===== src/rtl/riscv_pkg.sv =====
// RV32I opcode constants, immediate-format enum and opcode-to-format lookup.
package riscv_pkg;

  localparam logic [6:0] OP_LUI    = 7'b0110111;
  localparam logic [6:0] OP_AUIPC  = 7'b0010111;
  localparam logic [6:0] OP_JAL    = 7'b1101111;
  localparam logic [6:0] OP_BRANCH = 7'b1100011;
  localparam logic [6:0] OP_LOAD   = 7'b0000011;
  localparam logic [6:0] OP_STORE  = 7'b0100011;
  localparam logic [6:0] OP_I_TYPE = 7'b0010011;
  localparam logic [6:0] OP_R_TYPE = 7'b0110011;

  typedef enum logic [2:0] {
    FMT_R,
    FMT_I,
    FMT_S,
    FMT_B,
    FMT_J,
    FMT_U,
    FMT_BAD
  } imm_fmt_e;

  // JALR and SYSTEM/FENCE are deliberately not encodable on this path.
  function automatic imm_fmt_e opcode_fmt(input logic [6:0] op);
    imm_fmt_e fmt;
    case (op)
      OP_I_TYPE, OP_LOAD: fmt = FMT_I;
      OP_STORE:           fmt = FMT_S;
      OP_BRANCH:          fmt = FMT_B;
      OP_JAL:             fmt = FMT_J;
      OP_LUI, OP_AUIPC:   fmt = FMT_U;
      OP_R_TYPE:          fmt = FMT_R;
      default:            fmt = FMT_BAD;
    endcase
    return fmt;
  endfunction

endpackage


===== src/rtl/inst_pack.sv =====
// Combinational RV32I packer: picks the format from the opcode, range-checks
// the decoded immediate and scatters it back into instruction bit positions.
module inst_pack
  import riscv_pkg::*;
(
  input  logic [6:0]  i_opcode,
  input  logic [4:0]  i_rd,
  input  logic [4:0]  i_rs1,
  input  logic [4:0]  i_rs2,
  input  logic [2:0]  i_funct3,
  input  logic [6:0]  i_funct7,
  input  logic [31:0] i_imm,
  output logic [31:0] o_instr,
  output logic        o_legal
);

  imm_fmt_e           w_fmt;
  logic signed [31:0] w_simm;

  assign w_fmt  = opcode_fmt(i_opcode);
  assign w_simm = $signed(i_imm);

  // Legality check and bit packing for the selected format
  always_comb begin
    o_instr = 32'h0;
    o_legal = 1'b0;
    case (w_fmt)
      FMT_I: begin
        o_legal = (w_simm >= -32'sd2048) && (w_simm <= 32'sd2047);
        o_instr = {i_imm[11:0], i_rs1, i_funct3, i_rd, i_opcode};
      end
      FMT_S: begin
        o_legal = (w_simm >= -32'sd2048) && (w_simm <= 32'sd2047);
        o_instr = {i_imm[11:5], i_rs2, i_rs1, i_funct3, i_imm[4:0], i_opcode};
      end
      FMT_B: begin
        o_legal = (w_simm >= -32'sd4096) && (w_simm <= 32'sd4094) && !i_imm[0];
        o_instr = {i_imm[12], i_imm[10:5], i_rs2, i_rs1, i_funct3,
                   i_imm[4:1], i_imm[11], i_opcode};
      end
      FMT_J: begin
        o_legal = (w_simm >= -32'sd1048576) && (w_simm <= 32'sd1048574) && !i_imm[0];
        o_instr = {i_imm[20], i_imm[10:1], i_imm[11], i_imm[19:12], i_rd, i_opcode};
      end
      FMT_U: begin
        o_legal = (i_imm[11:0] == 12'h000);
        o_instr = {i_imm[31:12], i_rd, i_opcode};
      end
      FMT_R: begin
        o_legal = 1'b1;
        o_instr = {i_funct7, i_rs2, i_rs1, i_funct3, i_rd, i_opcode};
      end
      default: begin
        o_legal = 1'b0;
        o_instr = 32'h0;
      end
    endcase
  end

endmodule


===== src/rtl/inst_encoder.sv =====
// RV32I instruction encoder for the program-load path: valid/ready input,
// 2-entry output buffer, auto-incrementing byte address, illegal-request counter.
module inst_encoder
  import riscv_pkg::*;
#(
  parameter logic [31:0] BASE_ADDR = 32'h0000_0000
) (
  input  logic        clk,
  input  logic        rst,
  input  logic        restart,
  input  logic        in_valid,
  output logic        in_ready,
  input  logic [6:0]  in_opcode,
  input  logic [4:0]  in_rd,
  input  logic [4:0]  in_rs1,
  input  logic [4:0]  in_rs2,
  input  logic [2:0]  in_funct3,
  input  logic [6:0]  in_funct7,
  input  logic [31:0] in_imm,
  output logic        out_valid,
  input  logic        out_ready,
  output logic [31:0] out_instr,
  output logic [31:0] out_addr,
  output logic        err_pulse,
  output logic [15:0] err_count
);

  logic [31:0] w_instr;
  logic        w_legal;
  logic        w_accept;
  logic        w_push;
  logic        w_pop;

  logic [31:0] r_instr [0:1];
  logic [31:0] r_addr  [0:1];
  logic        r_wr_ptr;
  logic        r_rd_ptr;
  logic [1:0]  r_count;
  logic [31:0] r_addr_cnt;
  logic        r_err_pulse;
  logic [15:0] r_err_count;

  inst_pack u_pack (
    .i_opcode (in_opcode),
    .i_rd     (in_rd),
    .i_rs1    (in_rs1),
    .i_rs2    (in_rs2),
    .i_funct3 (in_funct3),
    .i_funct7 (in_funct7),
    .i_imm    (in_imm),
    .o_instr  (w_instr),
    .o_legal  (w_legal)
  );

  // Input readiness ignores out_ready on purpose: a full buffer blocks input
  assign in_ready  = (r_count < 2'd2) && !restart;
  assign w_accept  = in_valid && in_ready;
  assign w_push    = w_accept && w_legal;
  assign out_valid = (r_count != 2'd0);
  assign w_pop     = out_valid && out_ready;

  assign out_instr = r_instr[r_rd_ptr];
  assign out_addr  = r_addr[r_rd_ptr];
  assign err_pulse = r_err_pulse;
  assign err_count = r_err_count;

  // Buffer storage: capture the packed word and its address on push
  always_ff @(posedge clk or posedge rst) begin
    if (rst) begin
      r_instr[0] <= 32'h0;
      r_instr[1] <= 32'h0;
      r_addr[0]  <= 32'h0;
      r_addr[1]  <= 32'h0;
    end else if (restart) begin
      r_instr[0] <= 32'h0;
      r_instr[1] <= 32'h0;
      r_addr[0]  <= 32'h0;
      r_addr[1]  <= 32'h0;
    end else if (w_push) begin
      r_instr[r_wr_ptr] <= w_instr;
      r_addr[r_wr_ptr]  <= r_addr_cnt;
    end
  end

  // Buffer pointers and occupancy
  always_ff @(posedge clk or posedge rst) begin
    if (rst) begin
      r_wr_ptr <= 1'b0;
      r_rd_ptr <= 1'b0;
      r_count  <= 2'd0;
    end else if (restart) begin
      r_wr_ptr <= 1'b0;
      r_rd_ptr <= 1'b0;
      r_count  <= 2'd0;
    end else begin
      if (w_push) r_wr_ptr <= ~r_wr_ptr;
      if (w_pop)  r_rd_ptr <= ~r_rd_ptr;
      case ({w_push, w_pop})
        2'b10:   r_count <= r_count + 2'd1;
        2'b01:   r_count <= r_count - 2'd1;
        default: r_count <= r_count;
      endcase
    end
  end

  // Address counter: advances by one word per legal push, wraps naturally
  always_ff @(posedge clk or posedge rst) begin
    if (rst) begin
      r_addr_cnt <= BASE_ADDR;
    end else if (restart) begin
      r_addr_cnt <= BASE_ADDR;
    end else if (w_push) begin
      r_addr_cnt <= r_addr_cnt + 32'd4;
    end
  end

  // Error pulse and saturating count; restart keeps the count
  always_ff @(posedge clk or posedge rst) begin
    if (rst) begin
      r_err_pulse <= 1'b0;
      r_err_count <= 16'h0;
    end else if (restart) begin
      r_err_pulse <= 1'b0;
    end else begin
      r_err_pulse <= w_accept && !w_legal;
      if (w_accept && !w_legal && (r_err_count != 16'hFFFF))
        r_err_count <= r_err_count + 16'd1;
    end
  end

endmodule


===== config.mk =====
export PLATFORM = sky130hd
export DESIGN_NAME = inst_encoder
export DESIGN_NICKNAME = d
export VERILOG_FILES = /design/src/rtl/riscv_pkg.sv /design/src/rtl/inst_pack.sv /design/src/rtl/inst_encoder.sv
export SDC_FILE = /design/constraint.sdc
export NUM_CORES = 1
export LEC_CHECK = 0
export BUFFER_PORTS_ARGS = -buffer_cell sky130_fd_sc_hd__buf_2
export CORE_MARGIN = 2
export CORE_UTILIZATION = 57
export DETAILED_ROUTE_END_ITERATION = 8
export PLACE_DENSITY = 0.88
export SLEW_MARGIN = 20
export SYNTH_ARGS = -nofsm -noshare
export SYNTH_HDL_FRONTEND = slang
export SYNTH_SLANG_ARGS = --single-unit

===== constraint.sdc =====
create_clock -name clk -period 7.4 [get_ports clk]
set_input_delay 1.11 -clock clk [delete_from_list [all_inputs] [get_ports clk]]
set_output_delay 1.11 -clock clk [all_outputs]
set_load 0.02 [all_outputs]

Word level (Yosys, flattened, before mapping)
Cells that the tools add are included.
{"block": "word_totals", "reg_bits": 181, "inputBits": 69}
{"block": "classes", "addsub": 4, "magnitude_cmp": 10, "n_eq_ne": 16, "mux": 26, "bitwise": 5, "n_reduce_logical": 25}
{"cell": "32-bit two-way mux", "count": 9}
{"cell": "64-bit two-way mux", "count": 4}
{"cell": "32-bit case mux with 6 select lines", "count": 1}
{"cell": "64-bit bitwise mux", "count": 2}
{"cell": "32-bit by 3-bit adder with 32-bit output, second input constant", "count": 1}
{"cell": "32-bit demux with 1-bit select", "count": 1}
{"cell": "32-bit by 12-bit greater-or-equal comparator with 1-bit output, second input constant", "count": 1}
{"cell": "32-bit by 13-bit greater-or-equal comparator with 1-bit output, second input constant", "count": 1}
{"cell": "32-bit by 21-bit greater-or-equal comparator with 1-bit output, second input constant", "count": 1}
{"cell": "32-bit by 12-bit <= comparator with 1-bit output, second input constant", "count": 1}
{"cell": "32-bit by 13-bit <= comparator with 1-bit output, second input constant", "count": 1}
{"cell": "32-bit by 21-bit <= comparator with 1-bit output, second input constant", "count": 1}
{"cell": "7-bit by 6-bit == test with 1-bit output, second input constant", "count": 3}
{"cell": "3-bit case mux with 6 select lines", "count": 1}
{"cell": "16-bit by 1-bit adder with 16-bit output, second input constant", "count": 1}
{"cell": "16-bit != test, second input constant", "count": 1}
{"cell": "7-bit by 5-bit == test with 1-bit output, second input constant", "count": 2}
{"cell": "7-bit == test, second input constant", "count": 2}
{"cell": "1-bit logical AND", "count": 12}
{"cell": "12-bit logical NOT", "count": 1}
{"cell": "7-bit by 2-bit == test with 1-bit output, second input constant", "count": 1}
{"cell": "3-bit by 2-bit == test with 1-bit output, second input constant", "count": 2}
{"cell": "3-bit == test, second input constant", "count": 2}
{"cell": "2-bit nonzero test", "count": 3}
{"cell": "19 further kinds", "count": 31}

Logic depth before layout (Yosys ltp)
Gate-level depths: netlist of run 1.
{"block": "depth", "depth_word": 10, "mapped_depth": 11}

Modules after synthesis
Synthesis of run 1 repeated with hierarchy kept, for this count alone.
{"block": "unflattened", "cells_unflattened": 993, "hier_area_um2": 9007.4}
{"mod": "inst_encoder", "n_inst": 1, "cells_each": 874, "area_per_inst_um2": 8222.9, "seq_area_each_um2": 4429.2}
{"mod": "inst_pack", "n_inst": 1, "cells_each": 119, "area_per_inst_um2": 784.5, "seq_area_each_um2": 0.0}

Least setup slack after synthesis of run 1
Ideal clock, no wire load.
{"block": "synth_path", "kind": "input-to-reg", "from": "input port restart", "to": "register r_addr_cnt[18]", "t_arrival_ns": 3.082, "required_ns": 7.321, "slack_ns": 4.239, "path_stages": 9, "path_cell_list": "nor2_1 -> and2_1 -> buf_2 -> nand4_1 -> or2_2 -> buf_2 -> a21oi_2 -> and4_1 -> mux2i_1"}
{"block": "synth_via", "elab_chain_cells": 5}
{"item": "from (decl)", "line": "inst_encoder.sv:10", "rtl": "input logic restart,"}
{"item": "1-bit logical NOT", "line": "inst_encoder.sv:56", "rtl": "assign in_ready = (r_count < 2'd2) && !restart;"}
{"item": "1-bit logical AND", "line": "inst_encoder.sv:56"}
{"item": "1-bit logical AND", "line": "inst_encoder.sv:57", "rtl": "assign w_accept = in_valid && in_ready;"}
{"item": "1-bit logical AND", "line": "inst_encoder.sv:58", "rtl": "assign w_push = w_accept && w_legal;"}
{"item": "2-bit nonzero test (no line)"}
{"item": "to (signal assigned)", "line": "inst_encoder.sv:113", "rtl": "r_addr_cnt <= r_addr_cnt + 32'd4;"}
{"item": "to (decl)", "line": "inst_encoder.sv:39", "rtl": "logic [31:0] r_addr_cnt;"}
Several ways; a longest one is shown, not always the timed one.
A chain may end at the register's enable or synchronous reset.

Final worst setup path of run 1
{"block": "layout_path", "from": "input port in_opcode[4]", "to": "register r_addr[57] in the netlist's numbering"}
{"block": "layout_via", "elab_chain_cells": 8}
{"item": "from (decl)", "line": "inst_encoder.sv:13", "rtl": "input logic [6:0] in_opcode,"}
{"item": "7-bit by 6-bit == test with 1-bit output, or another cell as far along", "line": "riscv_pkg.sv:26", "rtl": "case (op)"}
{"item": "2-bit OR reduction", "line": "riscv_pkg.sv:26"}
{"item": "3-bit case mux with 6 select lines (*)", "line": "riscv_pkg.sv:26"}
{"item": "3-bit by 1-bit == test with 1-bit output or 3-bit by 2-bit == test with 1-bit output (tied branches)", "line": "inst_pack.sv:27", "rtl": "case (w_fmt)"}
{"item": "2-bit OR reduction (no line)"}
{"item": "1-bit case mux with 5 select lines (*)", "line": "inst_pack.sv:27"}
{"item": "1-bit logical AND (*)", "line": "inst_encoder.sv:58"}
{"item": "2-bit nonzero test (no line) (*)"}
{"item": "to (signal, indexed assignment)", "line": "inst_encoder.sv:81", "rtl": "r_addr[r_wr_ptr] <= r_addr_cnt;"}
{"item": "to (decl)", "line": "inst_encoder.sv:35", "rtl": "logic [31:0] r_addr [0:1];"}
Every way passes the cells marked *; elsewhere a longest branch is shown, timed or not.

==> results.txt, run 1 <==
After synthesis, the cell types taking the most area are dfrtp_1 (50%), mux2_2 (8.4%), o21ai_0 (4.6%), a21o_1 (4.5%), nand3_1 (4.4%). The design internal power is 0.001512 W. The worst path meets setup with 4057 ps of slack. The detail route stage leaves a number of antenna-violating nets equal to 0. The minimum hold slack was 489.9 ps; the largest fanout of any net on the critical path was 22. For this run, the post-layout net count is 1047.

The run gives 820 as the DRC violation total after the first TritonRoute iteration. The number of clock buffers added by TritonCTS is 17. The combinational power share is 0.072. For the post-placement worst setup slack, the log shows 3648 ps.

The DRC violation count after routing came out at 0. Path class of the lowest-slack min-delay path: flop to flop. The final setup violation count is 0, and the transition time at the pin with the least slew margin is 921.5 ps. In this design, the critical path's most frequently occurring cell is a21oi_1. Data on the critical path is required at its endpoint by 7750 ps. The tools report the number of antenna violations at the first check in global routing as 0.

The total via count in the routed design is 7533. The height of the chip is 128.6 um. Areal power density over the cells: 197.5 mW/mm2. Summed over all layers, the global routing overflow is 0. Via count of the first global-routing pass: 7236.

After detailed routing, the average wire length per cell comes to 19.20 um. For the worst max-slew margin expressed relative to the limit, the log shows 0.3857. STA classifies the critical path startpoint as an input pin. For the final database, setup skew stands at 7.078 ps. The portion of the clock cycle consumed by the worst path in the final layout came out at 0.4518.

The largest individual stage delay along the critical path comes from the cell a211oi_4. STA classifies the critical path endpoint as a flop. Core area: 0.01520 mm2.

After synthesis the netlist holds a flip-flop and latch count of 177. Portion of synthesized cell area occupied by the leading cell type: 0.5004. The clock reaches the later pin of the worst-skew pair after 430 ps.

Detailed placement finished with a half-perimeter wire length of 14560 um. The tools report the total count of hold-check failures in the final report as 0. The quantity of gates resized following cts was 0. In this run the tool buffered the top-level ports with 151 buffer cells. Setup repair after global routing left no endpoint under its margin. The clock tree synthesis step divided the H-tree into 4 levels.

The synthesized design contains 0 enable-type register cells. The tools report the row count as 45. The cell family contributing the most delay on the critical path is compound AO/OA/AOI/OAI gates. The commonest register cell after synthesis is dfrtp_1.

The share of flip-flops with an asynchronous set or reset after synthesis was 1.000. Static timing analysis puts the maximum clock frequency at 299.1 MHz. The number of antenna diodes in the final layout is 0. The die footprint came out at 0.01654 mm2. Count of unique library cells instantiated by Yosys: 68. In the routed layout, each cell is associated on average with a via count of 6.400. IR analysis of the VDD net gives a maximum drop of 163.5 uV. The count of boundary I/O pins is 152.

The number of instances in the synthesized netlist is 861, and the sequential fraction of the synthesis area is 0.5004. Across the run, the number of max-cap violations was 0. After clock tree synthesis, the flow added hold-fix buffers numbering 0. Counting every net in the synthesized netlist gives 932. Summing all non-filler instances in the final layout gives an area of 0.01022 mm2. By count the netlist is led by dfrtp_1 (177), o21ai_0 (82), nand3_1 (78).

The leading cell type by number of instances after synthesis was dfrtp_1. CTS placed an instance of clkbuf_16 at the clock tree root. The tools report the number of buffers between clock root and the deepest sink as 2. After routing, the total negative slack on setup checks comes to 0 ps. In this run the cell area measured after placement is 0.009646 mm2.

The final estimated routing congestion in global placement was 0.9346; the number of optimization iterations in the first detailed-route pass was 7. The average instance in the mapped netlist occupies 10.28 um2. The total global routing track utilization was 0.2799; the total number of clock tree sinks was 177. The number of buffers and inverters on the critical path works out to 2. The area growth from synthesis to layout is 15.51%. The critical path start-end classification is input pin to flop. The leading area contributor after synthesis is dfrtp_1. The signal on the critical path passes through buf_2, nor3b_1, and2_2, a21oi_1, o211a_1, a211oi_4, buf_4, nand2_1, a21oi_1.

The initial cell density of the core was 0.5822; the die boundary width was 128.6 um. The post-CTS setup repair buffer count is 0. The switching power summed over all nets was 0.0005074 W; the global-route wire length before repair was 36960 um. The delay of the slowest critical-path stage was 640 ps; the static leakage was 5.387 nW. The synthesized cell area was 0.008851 mm2; the relative contribution of the clock network to total power was 0.427.

The net switching share of the total power is 0.2513. Data on the critical path arrives at its endpoint at 3690 ps. The final-report max-slew violation count was 0; the maximum number of pins on one net before global-route repair was 136.

The fraction of layout instances using a drive strength above 1 was 0.2801. The flow ran to the end, and the final reports show no timing, DRC or antenna violations. The overall routed net length was 22600 um; the clock transition at the registers of the reported paths was 60 ps.

The Yosys step of the flow raised 0 warnings. The worst path in the final design needs a cycle of 3343 ps, including I/O delays and setup. For the sequential power share, the log shows 0.501.

TritonCTS built the clock tree.
-- layout make-up --
cell class	count	area [um2]
Clock buffer	21	460.4
Tap cell	188	235.2
Timing Repair Buffer	160	830.8
Sequential cell	177	4431
Multi-Input combinational cell	609	4113
Fill cell	1160	4979
Inverter	11	47.55
Clock inverter	11	106.4
-- metal layers --
layer  global-route usage  up-vias  wire [um]
met5                    0        -          0
met1               0.3820     3722       9754
met2               0.4503      322      10860
met3              0.05364       54       1397
li1                     -     3435          -
met4               0.1049        0        586
-- power by group through the flow --
stage | Sequential, W | Clock (W) | Combinational, W
final | 0.00101 | 0.000863 | 0.000144
after global routing | 0.00101 | 0.000916 | 0.000158
after CTS | 0.00101 | 0.000873 | 0.000144
after detailed placement | 0.00103 | 0 | 0.000142
after global placement | 0.00103 | 0 | 0.000141
after floorplan | 0.00104 | 0 | 0.0000633
-- metrics by stage --
stage / std cells / power, W / util
floorplan: 861 / 0.001103 / -
global placement: 1145 / 0.001168 / 0.6345
detailed placement: 1145 / 0.001169 / 0.6345
CTS: 1177 / 0.002028 / 0.6718
global route: 1177 / 0.002088 / 0.6725
finish: 1177 / 0.002019 / 0.6725
-- worst paths after layout --
path                             endpoint  depth (start not counted)          from  slack (ps)
setup / recovery               r_addr[57]                          9  in_opcode[4]        4060
hold / removal               err_count[9]                          1  err_count[9]         490
setup reg to reg           r_addr_cnt[18]                          7    r_count[1]        4760
hold reg to reg              err_count[9]                          1  err_count[9]         490
max in group asynchronous     r_instr[24]                          3           rst        5380
min in group asynchronous      r_addr[17]                          2           rst         850
-- cell families (layout without fill, tap and decap cells) --
| family | Yosys count | in the layout | synth area share |
|---|---|---|---|
| AND/OR/NAND/NOR | 294 | 294 | 0.1853 |
| AO/OA/AOI/OAI | 217 | 217 | 0.1602 |
| flip-flops | 177 | 177 | 0.5004 |
| buffers and inverters | 75 | 203 | 0.03675 |
| multiplexers | 72 | 72 | 0.09075 |
| XOR/XNOR | 24 | 24 | 0.02375 |
| adder cells (fa/ha/maj) | 2 | 2 | 0.002827 |
-- worst reg2reg max path, cell delays in order, from the launching register on --
cell and delay (ps):
dfrtp_1 410, nor2_1 170, and2_1 410, nand4_1 260, or2_2 430, a21oi_2 420, and4_1 290, mux2i_1 180
-- registers in the layout, summed over array words and instances, names as in the netlist --
signal and count:
r_instr 64, err_pulse 1, r_wr_ptr 1, r_count 2, r_rd_ptr 1, err_count 16
r_addr 62, r_addr_cnt 30
-- cell usage in the layout (no fill, tap or decap), types with 3 or more instances in the layout --
cell type	instances
mux2i_1	6
nor4_1	14
or3_1	4
clkinv_4	4
inv_1	9
buf_2	151
a22oi_1	14
nand4_1	26
xor2_1	16
a211oi_1	4
mux2_2	66
and4_1	3
clkinv_2	3
o211ai_1	3
clkinvlp_4	3
o31ai_1	6
nand3b_1	8
dfrtp_1	176
nand2_1	44
nor3_1	9
o21ai_0	82
buf_4	7
and3_1	54
a21o_1	53
a21oi_1	23
xnor2_1	8
or2_2	5
nor2_1	25
a222oi_1	10
nand3_1	78
clkbuf_16	17
Power figures use the tool's default switching activity.
==> run 2: changes to the inputs <==
--- a/config.mk
+++ b/config.mk
@@ -5,11 +5,12 @@
 export SDC_FILE = /design/constraint.sdc
 export NUM_CORES = 1
 export LEC_CHECK = 0
+export ABC_AREA = 1
 export BUFFER_PORTS_ARGS = -buffer_cell sky130_fd_sc_hd__buf_2
 export CORE_MARGIN = 2
-export CORE_UTILIZATION = 57
+export CORE_UTILIZATION = 52
 export DETAILED_ROUTE_END_ITERATION = 8
-export PLACE_DENSITY = 0.88
+export PLACE_DENSITY = 0.84
 export SLEW_MARGIN = 20
 export SYNTH_ARGS = -nofsm -noshare
 export SYNTH_HDL_FRONTEND = slang
==> constraint.sdc (replaced) <==
create_clock -name clk -period 3.05 [get_ports clk]
set_input_delay 0.4575 -clock clk [delete_from_list [all_inputs] [get_ports clk]]
set_output_delay 0.4575 -clock clk [all_outputs]
set_load 0.02 [all_outputs]
==> results.txt, run 2 <==
The run finished with clean final reports. A synthesized cell averages 7.026 um2. The leading area contributor after synthesis was dfrtp_1. Number of buffers added to fix hold violations after cts: 0.

The number of nets in the synthesized netlist is 1424. The arrival time reported for the critical path endpoint is 1970 ps. The worst max-slew margin expressed relative to the limit came out at 0.3772.

The post-route clock skew was 12.09 ps. For this run, the number of standard cells in the final layout without fillers is 1732. In the final routed layout, each cell accounts on average for 15.19 um. The first TritonRoute pass finished after 8 iterations. The DRC violation total after the first TritonRoute iteration was 921.

The share of flip-flops with an asynchronous set or reset after synthesis is 1.000, and the minimum setup slack among reg-to-reg paths is 830 ps. The logs give 152 for the count of boundary I/O pins and 397.4 uV for the maximum VDD drop. Summed over all nets, the half-perimeter wirelength after detailed placement is 18780 um. Routability-driven placement finished with a final weighted congestion of 0.9696. The clock net in this run drives a total of 177 sinks. The root cell of the clock tree was clkbuf_16. The Yosys step of the flow raised 0 warnings. In the layout the commonest cells are nand2_1 (610), dfrtp_1 (176), buf_2 (151), inv_1 (117), nor2_1 (86). The number of antenna diodes in the final layout is 0. CTS built an H-tree with a depth of 4. Sorting the synthesized cells by area gives the leading types as dfrtp_1 (47%), nand2_1 (24%), inv_1 (4.7%), o21ai_0 (3.6%), nor2_1 (3.4%). After synthesis the netlist holds a flip-flop and latch count of 177.

Setup repair after global routing left no endpoint under its margin. After detailed routing, the number of vias per cell comes to 5.408. Register containing the most flip-flops in the final layout: r_instr. The number of setup buffers added after CTS is 0.

The fraction of layout instances using a drive strength above 1 was 0.1484; the row count was 49. In this run the remaining antenna-violating nets after routing total 0. The reg-to-reg critical path startpoint was r_addr_cnt[2]. Largest fanout of any net on the critical path: 36. Sequential fraction of the synthesis area: 0.4659. The total clock buffers created by CTS is 17. The critical path start-end classification was flop to output port.

Based on the critical path, the design can be clocked at up to 412.2 MHz. The floorplan step set the die height to 139.2 um. The synthesized-area fraction occupied by xor and xnor cells works out to 0.01935. The die boundary width is 139.2 um.

For the post-placement cell count, the log shows 1700. The netlist uses 35 different library cells. The most common cell in the synthesized netlist is nand2_1. The library cell used most frequently in the layout, excluding fill and tap cells, is nand2_1. For the DRC violation count after routing, the log shows 0.

By count the netlist is led by nand2_1 (611), dfrtp_1 (177), inv_1 (119). The mux cell area share after synthesis was 0. The register with the most flip-flops in the layout has 64 of them.

Clock latency at the later pin of the worst-skew pair: 430 ps. The worst register-to-register path ends at r_addr_cnt[15]. The portion of the clock cycle consumed by the worst path in the final layout is 0.7954. The count of max-cap constraint violations was 0.

STA classifies the critical path endpoint as an output port. The worst-case reg-to-reg path depth works out to 8. The first global-routing pass estimated 43180 um of wire.

The run gives 0 as the total count of hold-check failures in the final report. The number of gates resized after CTS was 0. The total global routing track utilization came out at 0.2720. The total negative slack was 0 ps; the static leakage was 6.001 nW. The number of nets in the final layout is 1561, and the number of buffers added on ports is 151. The worst setup path is launched from a flop. The tools report the final-report max-slew violation count as 0. For the worst setup path, the data required time is 2590 ps. The synthesized cell area came out at 0.009507 mm2. The clock transition at the registers of the reported paths is 70 ps. In the final layout, the registers with the most flip-flops are r_instr x64, r_addr x62, r_addr_cnt x30. For this block, the routed nets add up to 26310 um of wire.

Number of instances in the synthesized netlist: 1353. The path class of the lowest-slack min-delay path is input pin to asynchronous set/reset pin. The via count of the first global-routing pass was 8786; the simple-gate portion of the synthesized area was 0.3552. The total overflow left after global routing is 0. The initial cell density of the core is 0.5292, and the transition time at the pin with the least slew margin is 931.9 ps.

For the number of antenna violations at the first check in global routing, the log shows 1. From synthesis to final layout, the design area changed by 17.19%. The total area inside the core boundary comes to 0.01796 mm2. The longest clock path from root to sink contains 2 buffers.

Yosys mapped a number of flops with a built-in enable equal to 0. The clock period minus final worst setup slack is 2426 ps. The maximum number of pins on one net before global-route repair is 122. The area fraction in compound gates after synthesis is 0.08252, and the final setup violation count is 0. For this run, the leading register cell type out of synthesis is dfrtp_1. The die covers 0.01938 mm2.

The portion of synthesized cell area occupied by the leading cell type was 0.4659. The detailed router placed 9366 vias in this run. After synthesis, the largest family of logic cells by area is simple AND/OR/NAND/NOR gates. TritonCTS built the clock tree. The fraction of the mapped netlist area in adder cells was 0.002632; the areal power density over the cells was 473.0 mW/mm2.
-- run 2: report_power, final --
part           switching (W)  internal [W]  leakage, nW  total [W]
sequential         0.0000624       0.00239         2.46    0.00245
clock               0.000931       0.00123        0.278    0.00217
combinational       0.000464      0.000184         3.26   0.000648
total                0.00146       0.00381         6.00    0.00527
-- run 2: cells by family (layout without fill, tap and decap cells) --
logic type               Yosys count  in the layout
AO/OA/AOI/OAI                    148            148
adder cells (fa/ha/maj)            2              2
flip-flops                       177            177
AND/OR/NAND/NOR                  825            825
buffers and inverters            180            330
XOR/XNOR                          21             21
-- run 2: worst max path at each step --
stage          slack [ps]      start       endpoint
5_1_grt               400  in_imm[1]    r_instr[31]
6_report              620   r_rd_ptr  out_instr[22]
3_5_place_dp          250  in_imm[8]     r_instr[2]
3_3_place_gp          300  in_imm[6]     r_addr[15]
2_1_floorplan         330        rst   err_count[0]
4_1_cts               620   r_rd_ptr  out_instr[31]
-- run 2: per-stage QoR --
step / setup WS, ps / total power [W] / util / instance area (um2) / hold WS, ps
final: 624.2 / 0.005269 / 0.6202 / 11140 / 135.2
after global routing: 404.6 / 0.005467 / 0.6202 / 11140 / 147.4
after CTS: 619.4 / 0.005294 / 0.6202 / 11140 / 145.6
after detailed placement: 247.6 / 0.003147 / 0.5878 / 10560 / 458.4
after global placement: 302.5 / 0.003127 / 0.5878 / 10560 / 452.4
after floorplan: 325.9 / 0.002890 / - / 9510 / 441.7
-- run 2: layer usage --
metal	track usage	vias up	routed length (um)	share of wire
met5	0	-	0	0
met4	0.09516	0	601	0.023
met3	0.03957	49	1685	0.064
met2	0.4335	361	12310	0.47
met1	0.3838	4417	11710	0.45
li1	-	4539	-	-
-- run 2: critical path, cell delays in order, from the launching register on --
cell,delay [ps]
dfrtp_2,410
inv_2,450
buf_12,290
nand2_1,70
nand2_1,130
buf_2,190
-- run 2: layout make-up --
class                           count  area [um2]
Clock inverter                     12       135.1
Fill cell                        1609        6823
Tap cell                          229       286.5
Inverter                          123       465.4
Multi-Input combinational cell    996        4378
Timing Repair Buffer              175       998.5
Sequential cell                   177        4431
Clock buffer                       20       446.7
